File: config.mk
export PLATFORM = sky130hd
export DESIGN_NAME = mod_n_updown_counter
export DESIGN_NICKNAME = d
export VERILOG_FILES = /design/src/rtl/counter_pkg.sv /design/src/rtl/mod_n_next.sv /design/src/rtl/mod_n_updown_counter.sv
export SDC_FILE = /design/constraint.sdc
export NUM_CORES = 1
export LEC_CHECK = 0
export ABC_AREA = 0
export CAP_MARGIN = 0
export CORE_AREA = 2 2 39 41
export DETAILED_ROUTE_END_ITERATION = 12
export DIE_AREA = 0 0 41 43
export GPL_ROUTABILITY_DRIVEN = 0
export PLACE_DENSITY = 0.65
export SYNTH_ARGS = -nofsm -noshare
export SYNTH_HDL_FRONTEND = slang
export SYNTH_SLANG_ARGS = --single-unit
File: constraint.sdc
create_clock -name clk -period 1.3 [get_ports clk]
set_input_delay 0.26 -clock clk [delete_from_list [all_inputs] [get_ports clk]]
set_output_delay 0.26 -clock clk [all_outputs]
set_load 0.01 [all_outputs]
File: src/rtl/counter_pkg.sv
// Shared types and helpers for the counter/timer datapath blocks.
package counter_pkg;

  typedef enum logic {
    DIR_UP   = 1'b0,
    DIR_DOWN = 1'b1
  } dir_t;

  // True when the next count step in direction dir would leave 0..modulus-1.
  function automatic logic limit_hit(input int unsigned q, input dir_t dir,
                                     input int unsigned modulus);
    if (dir == DIR_UP) return (q == modulus - 1);
    else               return (q == 0);
  endfunction

endpackage

File: src/rtl/mod_n_next.sv
// Combinational next-count and limit-hit logic for a modulo-N up/down counter.
module mod_n_next
  import counter_pkg::*;
#(
  parameter int WIDTH    = 4,
  parameter int MODULUS  = 5,
  parameter int SATURATE = 0
) (
  input  logic [WIDTH-1:0] q,
  input  dir_t             dir,
  output logic [WIDTH-1:0] next_q,
  output logic             hit
);

  localparam logic [WIDTH:0] MAX_EXT = (WIDTH+1)'(MODULUS - 1);

  logic [WIDTH:0] q_ext;
  logic [WIDTH:0] next_ext;
  logic           unused_next_msb;

  // One spare bit keeps q+1 at the top of the range from silently overflowing.
  assign q_ext = {1'b0, q};
  assign hit   = limit_hit(32'(q), dir, MODULUS);

  always_comb begin
    next_ext = q_ext;
    if (dir == DIR_UP) begin
      if (hit) next_ext = (SATURATE != 0) ? q_ext : '0;
      else     next_ext = q_ext + 1'b1;
    end else begin
      if (hit) next_ext = (SATURATE != 0) ? q_ext : MAX_EXT;
      else     next_ext = q_ext - 1'b1;
    end
  end

  assign next_q          = next_ext[WIDTH-1:0];
  assign unused_next_msb = next_ext[WIDTH];

endmodule

File: src/rtl/mod_n_updown_counter.sv
// Modulo-N up/down counter with clamped load, optional saturation,
// cascadable terminal count and a sticky wrap flag.
module mod_n_updown_counter
  import counter_pkg::*;
#(
  parameter int WIDTH    = 4,
  parameter int MODULUS  = 5,
  parameter int SATURATE = 0
) (
  input  logic             clk,
  input  logic             reset,
  input  logic             enable,
  input  logic             reverse,
  input  logic             load,
  input  logic [WIDTH-1:0] load_value,
  input  logic             clear_flag,
  output logic [WIDTH-1:0] q,
  output logic             tc,
  output logic             wrapped
);

  if (MODULUS < 2) begin : g_bad_modulus
    $error("mod_n_updown_counter: MODULUS must be at least 2");
  end
  if (((MODULUS - 1) >> WIDTH) != 0) begin : g_bad_width
    $error("mod_n_updown_counter: WIDTH too small for MODULUS");
  end

  localparam logic [WIDTH:0] MAX_EXT = (WIDTH+1)'(MODULUS - 1);

  dir_t             dir;
  logic [WIDTH-1:0] next_q;
  logic             hit;
  logic [WIDTH-1:0] load_clamped;

  assign dir = reverse ? DIR_DOWN : DIR_UP;

  mod_n_next #(
    .WIDTH    (WIDTH),
    .MODULUS  (MODULUS),
    .SATURATE (SATURATE)
  ) u_next (
    .q      (q),
    .dir    (dir),
    .next_q (next_q),
    .hit    (hit)
  );

  // Clamping on load is what keeps q inside 0..MODULUS-1 at all times.
  assign load_clamped = ({1'b0, load_value} > MAX_EXT) ? MAX_EXT[WIDTH-1:0] : load_value;
  assign tc           = enable & hit;

  always_ff @(posedge clk) begin
    if (reset) begin
      q       <= '0;
      wrapped <= 1'b0;
    end else if (load) begin
      q       <= load_clamped;
      wrapped <= 1'b0;
    end else begin
      if (enable) q <= next_q;
      // A limit event on the same edge as clear_flag keeps the flag set.
      if (enable && hit) wrapped <= 1'b1;
      else if (clear_flag) wrapped <= 1'b0;
    end
  end

endmodule
# Word level (Yosys, flattened, before mapping)
# Index checks and enable logic that the tools add are counted.
[totals]
ff_bits = 5
wordCells = 22
[op_classes]
addsub = 2
order_cmp = 1
n_eq_ne = 1
muxes = 10
bitwise = 1
reduce_logical = 5
[ops]
columns = ["operator", "n"]
rows = [
  ["4-bit two-way mux", 6],
  ["4-bit by 1-bit adder with 4-bit output (second input constant)", 1],
  ["4-bit by 3-bit equality test with 1-bit output (second input constant)", 1],
  ["4-bit by 3-bit > comparator with 1-bit output (second input constant)", 1],
  ["4-bit zero test", 1],
  ["1-bit two-way mux", 4],
  ["2-bit nonzero test", 2],
  ["4-bit by 1-bit subtractor with 4-bit output (second input constant)", 1],
  ["2-bit OR reduction", 1],
  ["1-bit AND", 1],
  ["1-bit logical AND", 1],
]

# Logic depth before layout (Yosys ltp)
[depth]
depth_word = 6
ltp_mapped = 5
ltp_nobuf = 5

# By module
# Synthesis repeated with hierarchy kept, for this count alone.
[hier_totals]
hier_cells = 49
area_unflattened_um2 = 410.4
[by_module_without_submodules]
columns = ["module", "n_inst", "cells_each", "area_each_um2"]
rows = [
  ["mod_n_updown_counter", 1, 25, 239.0],
  ["mod_n_next", 1, 24, 171.4],
]

# Worst setup path before layout
# No wires, ideal clock.
[synth_path]
path_kind = "reg-to-reg"
startpoint = "register q[0]"
endpoint = "register q[1]"
arrival_ns = 1.247
required_time_ns = 1.205
setup_slack_ns = -0.043
path_stages_with_launch = 6
path_buffers = 0
path_cell_list = "dfxtp_1 > inv_1 > ha_1 > xor2_1 > o211ai_1 > a221oi_1"
[synth_between]
elab_chain_cells = 6
word_cells_on_any_way = 10
[synth_lines]
columns = ["element", "line_no", "text"]
rows = [
  ["start, declared", "mod_n_updown_counter.sv:17", "output logic [WIDTH-1:0] q,"],
  ["start signal, assigned", "mod_n_updown_counter.sv:58", "q <= load_clamped;"],
  ["start signal, assigned", "mod_n_updown_counter.sv:61", "if (enable) q <= next_q;"],
  ["branches (longest 3 deep; another with 4-bit by 1-bit adder with 4-bit output)", "n/a", ""],
  ["4-bit two-way mux (*)", "mod_n_next.sv:27", "if (dir == DIR_UP) begin"],
  ["4-bit two-way mux (*)", "mod_n_updown_counter.sv:61", ""],
  ["4-bit two-way mux (*)", "mod_n_updown_counter.sv:57", "end else if (load) begin"],
]
# Mark *: on every way between the ends. The select of a mux whose other input is x is not followed.
# A chain may end at the register's enable or synchronous reset.

# Worst setup path in the final report
[layout_path]
startpoint = "register q[1]"
endpoint = "output tc"
[layout_between]
elab_chain_cells = 3
word_cells_on_any_way = 4
[layout_lines]
columns = ["element", "line_no", "text"]
rows = [
  ["4-bit by 3-bit equality test with 1-bit output / 4-bit zero test (equally long branches)", "counter_pkg.sv:12, counter_pkg.sv:13", ""],
  ["1-bit two-way mux (*)", "counter_pkg.sv:12", "if (dir == DIR_UP) return (q == modulus - 1);"],
  ["1-bit AND (*)", "mod_n_updown_counter.sv:51", "assign tc = enable & hit;"],
  ["end, declared", "mod_n_updown_counter.sv:18", "output logic tc,"],
]
# Every way passes the cells marked *; elsewhere a longest branch is shown, timed or not.

==> impl_metrics.ini <==
[outcome]
outcome = finished, violations left
failed_checks = negative setup slack

[grt]
grt_antenna_before_repair = 0
grt_max_degree = 7
grt_usage_pct = 15.75
grt_pass1_vias = 463
grt-ovfl-total = 0
grt_pass1_wl_um = 1897

[floorplan]
start_util_pct = 27.22
die_h_um = 43
core-area_sq_mm = 0.001384
ios = 16
rows = 14
dieArea_sq_mm = 0.001763
die_w_um = 41

[logic_synthesis]
synth_warnings = 0
synth-edff-count = 0
synthDominantCellAreaShare_pct = 26.58
synthCells = 45
syn_avg_cell_area_sq_um = 8.369
synth_top_family_by_area = compound AO/OA/AOI/OAI gates
ys_top_cells_by_area = dfxtp_1, ha_1, inv_1
synth.yosys.seq_area_share_pct = 26.58
synth_xor_area_share_pct = 4.651
synth_nets = 58
synth_cell_type_count = 26
synth_compound_area_share_pct = 22.59
synthFlopType = dfxtp_1
async_flop_share_pct = 0
yosys.area_share.adder_pct = 9.967
synthMuxAreaShare_pct = 5.648
netlist_area_sq_um = 376.6
synth-seq-cells = 5
yosys.area.top_type = dfxtp_1
synth-simple-area-share_pct = 22.59

[pwr]
ir_worst_vdd_uv = 475.5
powerDensity_mw_per_mm2 = 833.8
power_uw = 681.2
p_leak_uw = 0.0003508

[setup_path]
worstSetupStartpointType = flip-flop
r2r-start = q[2]
slowest_delay_ns = 0.31
crit_start = q[1]
cp-endpoint = tc
crit_type = flip-flop to output port
arrival_ns = 1.16
r2r_cells = 4
end_kind = output port
ff2ff_setup_slack_ns = -0.09
timing.rr.end = q[3]
worstPathRequired_ns = 1.04
critPathSlowestCell = dfxtp_2
crit_chain = inv_2, ha_4, nand2b_4, nor3_4, buf_2
critPathMaxFanout = 2

[sta]
timing.slew.headroom_pct = 83.10
max_slew.worst_pin.slew_ns = 0.2523
drv_slew = 0
clock.fmax_mhz = 706.0
rsz0062_at_grt = true
final.setup.worst_slack_ns = -0.1165
hold_viol_final = 0
setup_violations = 3
period_minus_slack_ns = 1.417
whs_ns = 0.5719
finClkSkew_ns = 0.001876
period_share_pct = 109.0

[cts]
clock-root-buffer = clkbuf_4
tritoncts = done
clk_latency_ns = 0.24
clkTransAtPathRegs_ns = 0.05
clockBufferDepth = 2
postCtsHoldBufs = 0
htreeDepth = 1
cts_num_sinks = 5
cts_buffers = 3

[finish]
utilization_pct = 59.04
drive_above_1_share_pct = 50.00
nets = 96
antennaDiodeCount = 0
synthToLayoutAreaGrowth_pct = 116.9
design_area_sq_um = 817.0

[min_path]
hp-class = flip-flop to flip-flop
holdPathStages = 2

[detailed_routing]
avgViaCountPerCell = 4.786
drtIter0Drc = 3
dr.pass1.iters = 4
wl_um = 1156
wl_per_cell_um = 11.80
drc_errors = 0
antenna_left = 0
vias = 469

[placement]
place_area_sq_um = 655.6
dp_hpwl_um = 858.9
port_buffers = 15

[job]
maxCapViolations = 0
cells in the final DEF (no fill, tap or decap), types with 2 or more instances in the layout:
cell and instances:
nor2_1 2, nor2b_1 2, buf_6 4, clkbuf_4 3, nand2_1 2, clkdlybuf4s50_1 8
buf_4 15, inv_2 2, dfxtp_1 2, a21oi_1 2, dfxtp_2 3, ha_4 3
inv_1 3, dlygate4sd2_1 6, nor3_1 2
cell type report:
type	count	area, sq um
Tap cell	16	20.02
Fill cell	120	566.8
Clock buffer	4	26.28
Sequential cell	5	103.9
Timing Repair Buffer	34	295.3
Inverter	6	25.02
Multi-Input combinational cell	33	346.6
cell usage after synthesis, types with 2 or more instances:
cell and number:
a221oi_1 2, nor2b_1 2, nor2_1 2, ha_1 3, a21oi_1 2, dfxtp_1 5, inv_1 6, nor3_1 3
o21ai_0 2, nand2_1 2
worst max-delay path: cells and delay by family (launching register included):
family                     cells  cell delay [ns]
DFF                            1             0.31
and+or+nand+nor                2             0.23
adders and majority gates      1             0.15
buffers and inverters          2             0.23
per-layer routing:
metal	vias up	wire length, um	track usage, %
met2	8	653	25.31
met5	-	0	0
met1	218	465	18.59
li1	241	-	-
met3	2	23	3.141
met4	0	14	8.000
worst min-delay path by stage:
stage	start	to	slack (ns)
floorplan	reset	q[0]	0.33
global placement	wrapped	wrapped	0.57
detailed placement	wrapped	wrapped	0.58
CTS	wrapped	wrapped	0.58
global route	wrapped	wrapped	0.61
finish	wrapped	wrapped	0.57
logic make-up after synthesis:
family,count (synthesis)
AO/OA/AOI/OAI,12
XOR/XNOR,2
adder cells (fa/ha/maj),3
buffers and inverters,7
flip-flops,5
multiplexers,2
AND/OR/NAND/NOR,14
state kept, by name (all words and copies together), names as in the netlist:
register	cells
q	4
wrapped	1
power breakdown:
group	leakage, uW	internal, uW	switching [uW]	total [uW]
clock network	0.0000150	116	69.1	185
registers	0.0000420	168	8.79	176
logic	0.000294	183	136	319
metrics by stage:
| step | setup slack [ns] | setup TNS [ns] | cells |
|---|---|---|---|
| after global routing | -0.1921 | -0.3804 | 98 |
| final | -0.1165 | -0.2216 | 98 |
| after CTS | -0.1442 | -0.2548 | 96 |
| after floorplan | 0.02663 | 0 | 45 |
| after detailed placement | -0.6895 | -2.182 | 90 |
| after global placement | -0.6776 | -2.096 | 90 |
repair_timing:
item / in CTS / in global routing
endpoints found under the setup margin: 10 / 5
pin swaps: 9 / 9
buffers inserted: 2 / 4
resized for setup: 24 / 12
Note: power is estimated with default switching activity, not from simulation.
